`config.mk`:
```
export PLATFORM = sky130hd
export DESIGN_NAME = dcp_tx_arb
export DESIGN_NICKNAME = d
export VERILOG_FILES = /design/src/rtl/dcp_pkg.sv /design/src/rtl/dcp_tx_arb_rr_pick.sv /design/src/rtl/dcp_tx_arb.sv
export SDC_FILE = /design/constraint.sdc
export NUM_CORES = 1
export LEC_CHECK = 0
export CAP_MARGIN = 20
export CORE_ASPECT_RATIO = 0.9
export CORE_MARGIN = 2
export CORE_UTILIZATION = 30
export CTS_BUF_LIST = sky130_fd_sc_hd__clkbuf_4
export CTS_CLUSTER_DIAMETER = 60
export CTS_CLUSTER_SIZE = 14
export DETAILED_ROUTE_END_ITERATION = 10
export PLACE_DENSITY = 0.86
export SLEW_MARGIN = 10
export SYNTH_ARGS = -nofsm -noshare
export SYNTH_HDL_FRONTEND = slang
export SYNTH_SLANG_ARGS = --single-unit
```
`constraint.sdc`:
```
create_clock -name clk -period 3.5 [get_ports clk]
set_input_delay 0.35 -clock clk [delete_from_list [all_inputs] [get_ports clk]]
set_output_delay 0.35 -clock clk [all_outputs]
set_load 0.05 [all_outputs]
```
`src/rtl/dcp_pkg.sv`:
```
// Shared definitions for the DCP print-path arbiter: FSM state type,
// default sizing and the command-unit index map.
package dcp_pkg;

   typedef enum logic [1:0] {
      ST_IDLE = 2'd0,
      ST_XFER = 2'd1,
      ST_HOLD = 2'd2
   } state_t;

   localparam int DCP_N_REQ = 4;
   localparam int DCP_DW    = 32;

   // Request-port index of each command unit.
   localparam int CU_D = 0;
   localparam int CU_I = 1;
   localparam int CU_R = 2;
   localparam int CU_P = 3;
   localparam int CU_T = 4;
   localparam int CU_B = 5;
   localparam int CU_G = 6;
   localparam int CU_L = 7;

endpackage

```
`src/rtl/dcp_tx_arb_rr_pick.sv`:
```
// Combinational round-robin picker: one-hot select of the first requester
// strictly after ptr, searching upward and wrapping.
module rr_pick
   import dcp_pkg::*;
#(
   parameter int N_REQ = DCP_N_REQ
) (
   input  logic [N_REQ-1:0]         req,
   input  logic [$clog2(N_REQ)-1:0] ptr,
   output logic [N_REQ-1:0]         pick
);

   int   idx;
   logic found;

   always_comb begin
      pick  = '0;
      found = 1'b0;
      idx   = 0;
      for (int k = 1; k <= N_REQ; k++) begin
         idx = int'(ptr) + k;
         if (idx >= N_REQ) idx = idx - N_REQ;
         if (!found && req[idx]) begin
            pick[idx] = 1'b1;
            found     = 1'b1;
         end
      end
   end

endmodule

```
`src/rtl/dcp_tx_arb.sv`:
```
// Round-robin arbiter sharing one PRINT serializer among N_REQ command units.
// Optional hold watchdog is compiled in with DCP_TXARB_WDOG_EN.
module dcp_tx_arb
   import dcp_pkg::*;
#(
   parameter int N_REQ    = DCP_N_REQ,
   parameter int DW       = DCP_DW,
   parameter int WDOG_CYC = 1024
) (
   input  logic                clk,
   input  logic                rstn,
   input  logic [N_REQ-1:0]    req,
   input  logic [N_REQ-1:0]    lock,
   input  logic [N_REQ-1:0]    typ,
   input  logic [N_REQ*DW-1:0] dout,
   output logic [N_REQ-1:0]    ack,
   output logic [N_REQ-1:0]    grant,
   output logic                req_tx,
   output logic                type_tx,
   output logic [DW-1:0]       dout_tx,
   input  logic                ack_tx,
   output logic                busy,
   output logic                timeout,
   output state_t              state_dbg
);

   localparam int PW = $clog2(N_REQ);

   // Handshake: the granted unit holds req until ack; a transfer completes on
   // the cycle XFER sees ack_tx with req_tx high, and ack mirrors that cycle.
   state_t          state_q, state_d;
   logic [PW-1:0]   ptr_q, ptr_d, g_q, g_d;
   logic [N_REQ-1:0] pick;
   logic [PW-1:0]   pick_idx;
   logic            g_req, g_lock, g_typ, xfer, done, wdog_hit;
   logic [DW-1:0]   g_dout;

   rr_pick #(.N_REQ(N_REQ)) u_pick (
      .req  (req),
      .ptr  (ptr_q),
      .pick (pick)
   );

   always_comb begin
      pick_idx = '0;
      g_dout   = '0;
      for (int i = 0; i < N_REQ; i++) begin
         if (pick[i]) pick_idx = PW'(i);
         if (g_q == PW'(i)) g_dout = dout[i*DW +: DW];
      end
   end

   assign g_req   = req[g_q];
   assign g_lock  = lock[g_q];
   assign g_typ   = typ[g_q];
   assign xfer    = (state_q == ST_XFER);
   assign done    = xfer & ack_tx & g_req;

   assign req_tx    = xfer & g_req;
   assign type_tx   = xfer & g_typ;
   assign dout_tx   = xfer ? g_dout : '0;
   assign busy      = (state_q != ST_IDLE);
   assign state_dbg = state_q;

   always_comb begin
      grant = '0;
      if (state_q != ST_IDLE) grant[g_q] = 1'b1;
   end

   assign ack = done ? grant : '0;

`ifdef DCP_TXARB_WDOG_EN
   localparam int CW = $clog2(WDOG_CYC + 1);
   logic [CW-1:0] wdog_q;
   logic          timeout_q;

   // Counts consecutive HOLD cycles in which the owner has nothing to send.
   assign wdog_hit = (state_q == ST_HOLD) && !g_req && (wdog_q == CW'(WDOG_CYC - 1));

   always_ff @(posedge clk or negedge rstn) begin
      if (!rstn) begin
         wdog_q    <= '0;
         timeout_q <= 1'b0;
      end else begin
         timeout_q <= wdog_hit;
         if ((state_q == ST_HOLD) && !g_req && !wdog_hit) wdog_q <= wdog_q + 1'b1;
         else                                             wdog_q <= '0;
      end
   end

   assign timeout = timeout_q;
`else
   assign wdog_hit = 1'b0;
   assign timeout  = 1'b0;
`endif

   always_comb begin
      state_d = state_q;
      g_d     = g_q;
      ptr_d   = ptr_q;
      case (state_q)
         ST_IDLE: begin
            if (|req) begin
               state_d = ST_XFER;
               g_d     = pick_idx;
            end
         end
         ST_XFER: begin
            if (done) begin
               if (g_lock) begin
                  state_d = ST_HOLD;
               end else begin
                  state_d = ST_IDLE;
                  ptr_d   = g_q;
               end
            end
         end
         ST_HOLD: begin
            if (g_req) begin
               state_d = ST_XFER;
            end else if (wdog_hit || !g_lock) begin
               state_d = ST_IDLE;
               ptr_d   = g_q;
            end
         end
         default: state_d = ST_IDLE;
      endcase
   end

   always_ff @(posedge clk or negedge rstn) begin
      if (!rstn) begin
         state_q <= ST_IDLE;
         g_q     <= '0;
         ptr_q   <= PW'(N_REQ - 1);
      end else begin
         state_q <= state_d;
         g_q     <= g_d;
         ptr_q   <= ptr_d;
      end
   end

endmodule

```
# [After elaboration in Yosys (flattened, before gate mapping)]
# Cells that the tools add are included.
[op_classes] n_reduce_logical=19 n_bitwise=7 n_addsub=8 n_eq_ne=9 magnitude_cmp=14 mux=59
[ops] cell="2-to-1 mux 32 bit" count=9
[ops] cell=">= comparator 32 x 1 -> 1 bit, second input constant" count=4
[ops] cell=">= comparator 32 x 4 -> 1 bit, second input constant" count=4
[ops] cell="< comparator 32 x 4 -> 1 bit, second input constant" count=4
[ops] cell="subtractor 32 x 4 -> 32 bit, second input constant" count=4
[ops] cell="2-to-1 mux 4 bit" count=6
[ops] cell="2-to-1 mux 1 bit" count=20
[ops] cell="2-to-1 mux 2 bit" count=10
[ops] cell="binary-select mux 1 bit (select 2 bit)" count=7
[ops] cell="OR 4 bit" count=3
[ops] cell="demux 1 bit (select 2 bit)" count=5
[ops] cell="logical AND 1 bit" count=8
[ops] cell="adder 2 x 2 -> 3 bit, second input constant" count=2
[ops] cell="== test 2 bit, second input constant" count=3
[ops] cell="one-hot mux 2 bit (3 select lines)" count=1
[ops] cell="AND reduction 3 bit" count=2
[ops] cell="adder 2 x 3 -> 4 bit, second input constant" count=1
[ops] cell="bitwise AND 1 bit" count=4
[ops] cell="== test 2 x 1 -> 1 bit, second input constant" count=2
[ops] cell="logical NOT 2 bit" count=2
[ops] cell="inequality test 2 bit, second input constant" count=2
[ops] cell="one-hot mux 2 bit (2 select lines)" count=1
[ops] cell="nonzero test 2 bit" count=2
[ops] cell="OR reduction 4 bit" count=1
[ops] cell="other kinds (7)" count=9
[word_totals] word_cells=119 reg_bits=6 output_inout_bits=46

# [Depth between registers and ports, before layout]
# Gate-level depths: netlist (run 1).
[depth] depth_word=19 mapped_depth=8 mapped_depth_nobuf=7

# [Hierarchy]
# From an unflattened synthesis (run 1), not the netlist that was laid out.
[unflattened] hier_cells=168 area_unflattened_um2=1870.5
[modules_own_cells] mod="dcp_tx_arb" seq_area_each_um2=152.6 cells_per_inst=130 instances=1 area_per_inst_um2=1512.7
[modules_own_cells] mod="rr_pick" seq_area_each_um2=0.0 cells_per_inst=38 instances=1 area_per_inst_um2=357.8

# [Worst setup path before layout (run 1)]
# Ideal clock, no wire load.
[synth_timing] path_kind="register to output" start="reg state_q[0] (netlist: state_dbg[0])" end="out ack[2]" slack_ns=0.224 arrival_ns=2.926 path_stages_with_launch=5 cell_sequence="dfrtp_1 inv_1 ha_1 nor3b_1 and3_1"
[synth_between] word_cells_on_any_way=6
[synth_rtl] item="from (decl)" line="dcp_tx_arb.sv:31" rtl="state_t state_q, state_d;"
[synth_rtl] item="from (signal assigned)" line="dcp_tx_arb.sv:136" rtl="state_q <= state_d;"
[synth_rtl] item="nonzero test 2 bit" line="dcp_tx_arb.sv:67" rtl="if (state_q != ST_IDLE) grant[g_q] = 1'b1;"
[synth_rtl] item="2-to-1 mux 4 bit" line="dcp_tx_arb.sv:67"
[synth_rtl] item="via grant[2]" line="dcp_tx_arb.sv:17" rtl="output logic [N_REQ-1:0] grant,"
[synth_rtl] item="2-to-1 mux 4 bit" line="dcp_tx_arb.sv:70" rtl="assign ack = done ? grant : '0;"
[synth_rtl] item="to (decl)" line="dcp_tx_arb.sv:16" rtl="output logic [N_REQ-1:0] ack,"
# The timed path passes the listed nets, and every way through them passes these cells.

# [Final worst setup path (run 1)]
[layout_timing] start="reg ptr_q[0]" end="reg g_q[1]"
[layout_between] elab_chain_len=18 word_cells_on_any_way=66
[layout_lines] item="from (decl)" line="dcp_tx_arb.sv:32" rtl="logic [PW-1:0] ptr_q, ptr_d, g_q, g_d;"
[layout_lines] item="from (signal assigned)" line="dcp_tx_arb.sv:134" rtl="ptr_q <= PW'(N_REQ - 1);"
[layout_lines] item="from (signal assigned)" line="dcp_tx_arb.sv:138" rtl="ptr_q <= ptr_d;"
[layout_lines] item="branches (longest 15 deep; another with subtractor 32 x 4 -> 32 bit)"
[layout_lines] item="2-to-1 mux 4 bit *" line="dcp_tx_arb_rr_pick.sv:23" rtl="if (!found && req[idx]) begin"
[layout_lines] item="2-to-1 mux 2 bit" line="dcp_tx_arb.sv:48" rtl="if (pick[i]) pick_idx = PW'(i);"
[layout_lines] item="2-to-1 mux 2 bit *" line="dcp_tx_arb.sv:48"
[layout_lines] item="to (signal assigned)" line="dcp_tx_arb.sv:137" rtl="g_q <= g_d;"
[layout_lines] item="to (decl)" line="dcp_tx_arb.sv:32"
# Mark *: on every way between the ends. The select of a mux whose other input is x is not followed.
# A chain may end at the register's enable or synchronous reset.

==> flow_summary.json, run 1 <==
{
  "wl_mm": 8.12,
  "hold_path.class": "in2async",
  "dp_worst_setup_slack_ns": 0.417,
  "p_clk_share_pct": 2.6,
  "vias": 2199,
  "swShare_pct": 54.8,
  "first_pass_iters": 4,
  "grt_max_degree": 37,
  "synth.most_common_cell": "mux4_2",
  "crit_path_max_fanout": 13,
  "setup_ws_ns": 0.409,
  "syn_to_final_growth_pct": 108,
  "cpPeakStageDelay_ns": 0.69,
  "start_kind": "register",
  "htreeDepth": 1,
  "drt_iter0_markers": 66,
  "worstPathRequired_ns": 3.63,
  "die_w_um": 86,
  "fin_crit_ns": 3.09,
  "max_cap_violations": 0,
  "grt_overflow": 0,
  "vdd_drop_max_mv": 0.519,
  "dpl.cell_count": 412,
  "period_share_pct": 88.3,
  "avgSynthCellArea_um2": 11.0,
  "place.gp.congestion": 0.846,
  "ctsResizeCount": 0,
  "switching_power_w": 0.00166,
  "clk_latency_ns": 0.25,
  "intPower_w": 0.00137,
  "netlist_instances": 165,
  "rsz0062_at_grt": "false",
  "rows": 26,
  "power.density_mw_per_mm2": 803,
  "die_area_mm2": 0.00669,
  "status": "finished, final reports clean",
  "grt.total_usage_pct": 22.9,
  "path_cells": "inv_1, ha_1, mux4_1, a221o_1, a221o_1, o41a_1",
  "numCtsBuffers": 3,
  "cts_sinks": 6,
  "crit_slowest_cell": "mux4_1",
  "detail_route.wl_per_cell_um": 19.5,
  "setup_viol": 0,
  "drive_above_1_share_pct": 14.7,
  "crit_top_cell": "a221o_1",
  "antenna_left": 0,
  "synth-seq-cells": 6,
  "p_leak_nw": 1.41,
  "max_slew_margin_pct": 48.3,
  "syn_nets": 319,
  "yosys_warnings": 0,
  "clk_pin_slew_ns": 0.05,
  "synth_top_cell_area_share_pct": 44.7,
  "io_buffers": 187,
  "fmax_mhz": 324,
  "cp-end-kind": "register",
  "synth_seq_area_share_pct": 8.41,
  "critPathTopFamily": "compound AO/OA/AOI/OAI gates",
  "power.share.combinational_pct": 91.5,
  "synth_common_cells": "mux4_2, and2_1, ha_1",
  "finish.net_count": 501,
  "grt_first_pass_wirelength_mm": 11.7,
  "yosys-top-cells-area": "mux4_2, and2_1, ha_1",
  "antenna_found_initial": 0,
  "initial_utilization_pct": 31.5,
  "cts_setup_buffers": 0,
  "crit_type": "reg2reg",
  "finalNonFillerCells": 416,
  "utilization_pct": 65.5,
  "root_buffer": "clkbuf_4",
  "place_hpwl_mm": 6.89,
  "clockBufferDepth": 2,
  "seq_power_share_pct": 5.9,
  "core_area_mm2": 0.00576,
  "path_buf_inv": 1,
  "tns_ns": 0,
  "tightest_slew_ns": 0.756,
  "post_drt_via_cell_ratio": 5.29,
  "slew_viol_final": 0,
  "hold_viol": 0,
  "postCtsHoldBufs": 0,
  "synth-async-reset-ratio_pct": 100,
  "grt_pass1_vias": 2252,
  "synth_cell_type_count": 40,
  "finClkSkew_ns": 0.00205,
  "ys.flop_type": "dfrtp_1",
  "pin_count": 189,
  "die_h_um": 77.8,
  "synth_top_cell_by_area": "mux4_2",
  "synth_area_mm2": 0.00182,
  "cts_tree": "built",
  "drc": 0,
  "synth-edff-count": 0,
  "antennaDiodeCount": 0,
  "cp.arrival_ns": 3.22
}
==> kinds of logic after synthesis <==
logic type	Yosys count	synth area share [%]
AO/OA/AOI/OAI	19	8.06
adder cells (fa/ha/maj)	11	7.58
buffers and inverters	21	5.10
flip-flops	6	8.41
multiplexers	39	47.3
other	1	0.207
AND/OR/NAND/NOR	68	23.4
==> state kept, by name (all words and copies together) (netlist names) <==
| signal | count |
|---|---|
| g_q | 2 |
| ptr_q | 2 |
| state_dbg | 2 |
==> cell usage in the layout, fill, tap and decap left out, types with 3 or more instances in the layout <==
cell type	instances
mux4_2	36
dfrtp_1	3
a221o_1	3
buf_4	5
nor3b_1	4
clkbuf_4	4
nor2_1	3
nand2_1	7
o21ai_0	5
and3_1	5
ha_1	11
and2_1	34
inv_1	6
clkdlybuf4s50_1	187
nand2b_1	4
==> area by class of cell <==
type / instances / area [µm²]
timing repair buffer: 192 / 1910
inverter: 6 / 22.5
clock buffer: 4 / 30.0
tap: 70 / 87.6
fill: 467 / 1980
multi-input combinational: 138 / 1570
sequential: 6 / 154
==> path summary, 6_finish.rpt <==
kind	startpoint	endpoint	slack [ns]	cells past startpoint
max	ptr_q[0]	g_q[1]	0.41	6
min reg2reg	state_dbg[0]	state_dbg[0]	0.62	1
max in group asynchronous	rstn	ptr_q[0]	2.89	1
max reg2reg	ptr_q[0]	g_q[1]	0.41	6
min	rstn	state_dbg[1]	0.34	1
min in group clk	state_dbg[0]	state_dbg[0]	0.62	1
==> power groups by stage <==
| stage | Sequential [W] | Clock [W] | Combinational [W] |
|---|---|---|---|
| after floorplan | 0.000181 | 0 | 0.00194 |
| after global placement | 0.000177 | 0 | 0.00274 |
| after detailed placement | 0.000180 | 0 | 0.00278 |
| after CTS | 0.000179 | 0.0000839 | 0.00279 |
| after global routing | 0.000187 | 0.0000864 | 0.00293 |
| final | 0.000179 | 0.0000800 | 0.00277 |
==> stage by stage <==
stage | instance area (µm²) | total power (W) | hold slack [ns]
after floorplan | 1820 | 0.00212 | 0.0544
after global placement | 3740 | 0.00291 | 0.606
after detailed placement | 3740 | 0.00296 | 0.619
after CTS | 3770 | 0.00305 | 0.342
after global routing | 3770 | 0.00321 | 0.354
final | 3770 | 0.00303 | 0.336
==> layer usage <==
metal | wire, µm | GRT usage, %
met3 | 768 | 7.55
met2 | 4180 | 41.2
met1 | 3000 | 25.8
met4 | 171 | 5.56
met5 | 0 | 0
(Power assumes the default switching activity.)
==> inputs of run 2 (changes only) <==
--- a/config.mk
+++ b/config.mk
@@ -6,14 +6,15 @@
 export NUM_CORES = 1
 export LEC_CHECK = 0
 export CAP_MARGIN = 20
-export CORE_ASPECT_RATIO = 0.9
-export CORE_MARGIN = 2
-export CORE_UTILIZATION = 30
+export CORE_AREA = 2 2 73 75
 export CTS_BUF_LIST = sky130_fd_sc_hd__clkbuf_4
 export CTS_CLUSTER_DIAMETER = 60
 export CTS_CLUSTER_SIZE = 14
 export DETAILED_ROUTE_END_ITERATION = 10
-export PLACE_DENSITY = 0.86
+export DIE_AREA = 0 0 75 77
+export DONT_BUFFER_PORTS = 1
+export PLACE_DENSITY = 0.53
+export RECOVER_POWER = 50
 export SLEW_MARGIN = 10
 export SYNTH_ARGS = -nofsm -noshare
 export SYNTH_HDL_FRONTEND = slang
==> flow_summary.json, run 2 (synthesis results as in run 1) <==
{
  "crit_path_max_fanout": 7,
  "die_h_um": 77,
  "tns_ns": 0,
  "pin_count": 189,
  "finClkSkew_ns": 0.000143,
  "first_pass_iters": 4,
  "setup_viol": 0,
  "worstPathRequired_ns": 3.15,
  "r2r_slack_ns": 0.38,
  "r2r-start": "ptr_q[0]",
  "drive_above_1_share_pct": 34.7,
  "core_area_mm2": 0.00498,
  "rsz0062_at_grt": "false",
  "drt_iter0_markers": 61,
  "root_buffer": "clkbuf_4",
  "status": "finished, final reports clean",
  "numCtsBuffers": 3,
  "worstHoldStart": "ack_tx",
  "holdPathStages": 4,
  "place.gp.congestion": 0.821,
  "final_common_cell": "mux4_2",
  "antenna_found_initial": 0,
  "grt_first_pass_wirelength_mm": 9.29,
  "utilization_pct": 39.5,
  "grt_max_degree": 38,
  "drc": 0,
  "clk_latency_ns": 0.25,
  "vdd_drop_max_mv": 0.566,
  "p_leak_nw": 0.721,
  "crit_type": "reg2out",
  "wl_mm": 6.63,
  "rows": 26,
  "dp_worst_setup_slack_ns": 0.400,
  "period_share_pct": 93.2,
  "vias": 1565,
  "finalNonFillerCells": 237,
  "ctsResizeCount": 0,
  "nFillCells": 491,
  "cts_setup_buffers": 0,
  "register_area_um2": 154,
  "r2r_cells": 6,
  "hold_viol": 0,
  "placed_area_mm2": 0.00194,
  "initial_utilization_pct": 36.5,
  "place_hpwl_mm": 5.62,
  "finalInstanceArea_mm2": 0.00197,
  "detail_route.wl_per_cell_um": 28.0,
  "clk_pin_slew_ns": 0.05,
  "hold_path.class": "in2reg",
  "grt.total_usage_pct": 21.6,
  "max_slew_margin_pct": 34.7,
  "layout_common_cells": "mux4_2, and2_1, and2_0, ha_1, buf_4",
  "post_drt_via_cell_ratio": 6.60,
  "cts_tree": "built",
  "dpl.cell_count": 232,
  "die_area_mm2": 0.00578,
  "multi_input_area_mm2": 0.00159,
  "start_kind": "register",
  "cp-end-kind": "output pin",
  "hold_end": "ptr_q[0]",
  "antennaDiodeCount": 0,
  "grt_overflow": 0,
  "worstReg2RegEnd": "g_q[1]",
  "slew_viol_final": 0,
  "clockBufferDepth": 2,
  "tightest_slew_ns": 0.980,
  "postCtsHoldBufs": 1,
  "antenna_left": 0,
  "grt_pass1_vias": 1679,
  "cp.arrival_ns": 2.91,
  "htreeDepth": 1,
  "setup_ws_ns": 0.239,
  "fmax_mhz": 307,
  "max_cap_violations": 0,
  "power.density_mw_per_mm2": 1270,
  "die_w_um": 75,
  "fin_crit_ns": 3.26,
  "finish.net_count": 322,
  "syn_to_final_growth_pct": 8.41,
  "cts_sinks": 6,
  "io_buffers": 0
}
-- run 2: cell count changes in the layout (fill, tap and decap cells not counted), sizes merged --
cell,previous run,this run
clkdlybuf4s50,187,0
buf,5,9
clkbuf,4,7
dlygate4sd3,0,1
-- run 2: how the worst max path moves through the flow --
stage                     depth (start not counted)          from  endpoint
final                                             8  state_dbg[1]    ack[3]
after global placement                            6      ptr_q[0]    g_q[1]
after CTS                                         6      ptr_q[0]    g_q[1]
after global routing                              8  state_dbg[1]    ack[3]
after floorplan                                   4  state_dbg[0]    ack[2]
after detailed placement                          6      ptr_q[0]    g_q[1]
-- run 2: worst max-delay path: stages (launching register included) --
cell and delay (ns):
dfrtp_1 0.32, clkbuf_1 0.58, inv_1 0.20, ha_1 0.36, inv_1 0.39, and3_1 0.24
buf_4 0.21, and3_1 0.18, buf_4 0.19
-- run 2: final cells by class --
type / instances / share of cell area, %
Clock buffer: 4 / 1.53
Inverter: 6 / 1.14
Multi-Input combinational cell: 138 / 80.5
Sequential cell: 6 / 7.82
Tap cell: 70 / 4.45
Timing Repair Buffer: 13 / 4.51
-- run 2: through the flow --
stage | hold slack, ns | total power [W]
after floorplan | 0.0544 | 0.00212
after global placement | 0.0547 | 0.00239
after detailed placement | 0.0547 | 0.00244
after CTS | 0.408 | 0.00253
after global routing | 0.436 | 0.00264
final | 0.411 | 0.00251
-- run 2: per-layer routing --
layer  vias to the layer above  global-route usage, %  share of wire (%)
met2                       129                   34.3                 46
met4                         0                   2.68                1.1
li1                        654                      -                  -
met5                         -                      0                  0
met1                       774                   27.5                 39
met3                         8                   9.72                 14
-- run 2: report_power, final --
part           internal, W  switching, W
Sequential        0.000114      0.000157
Clock            0.0000512     0.0000296
Combinational     0.000711       0.00144
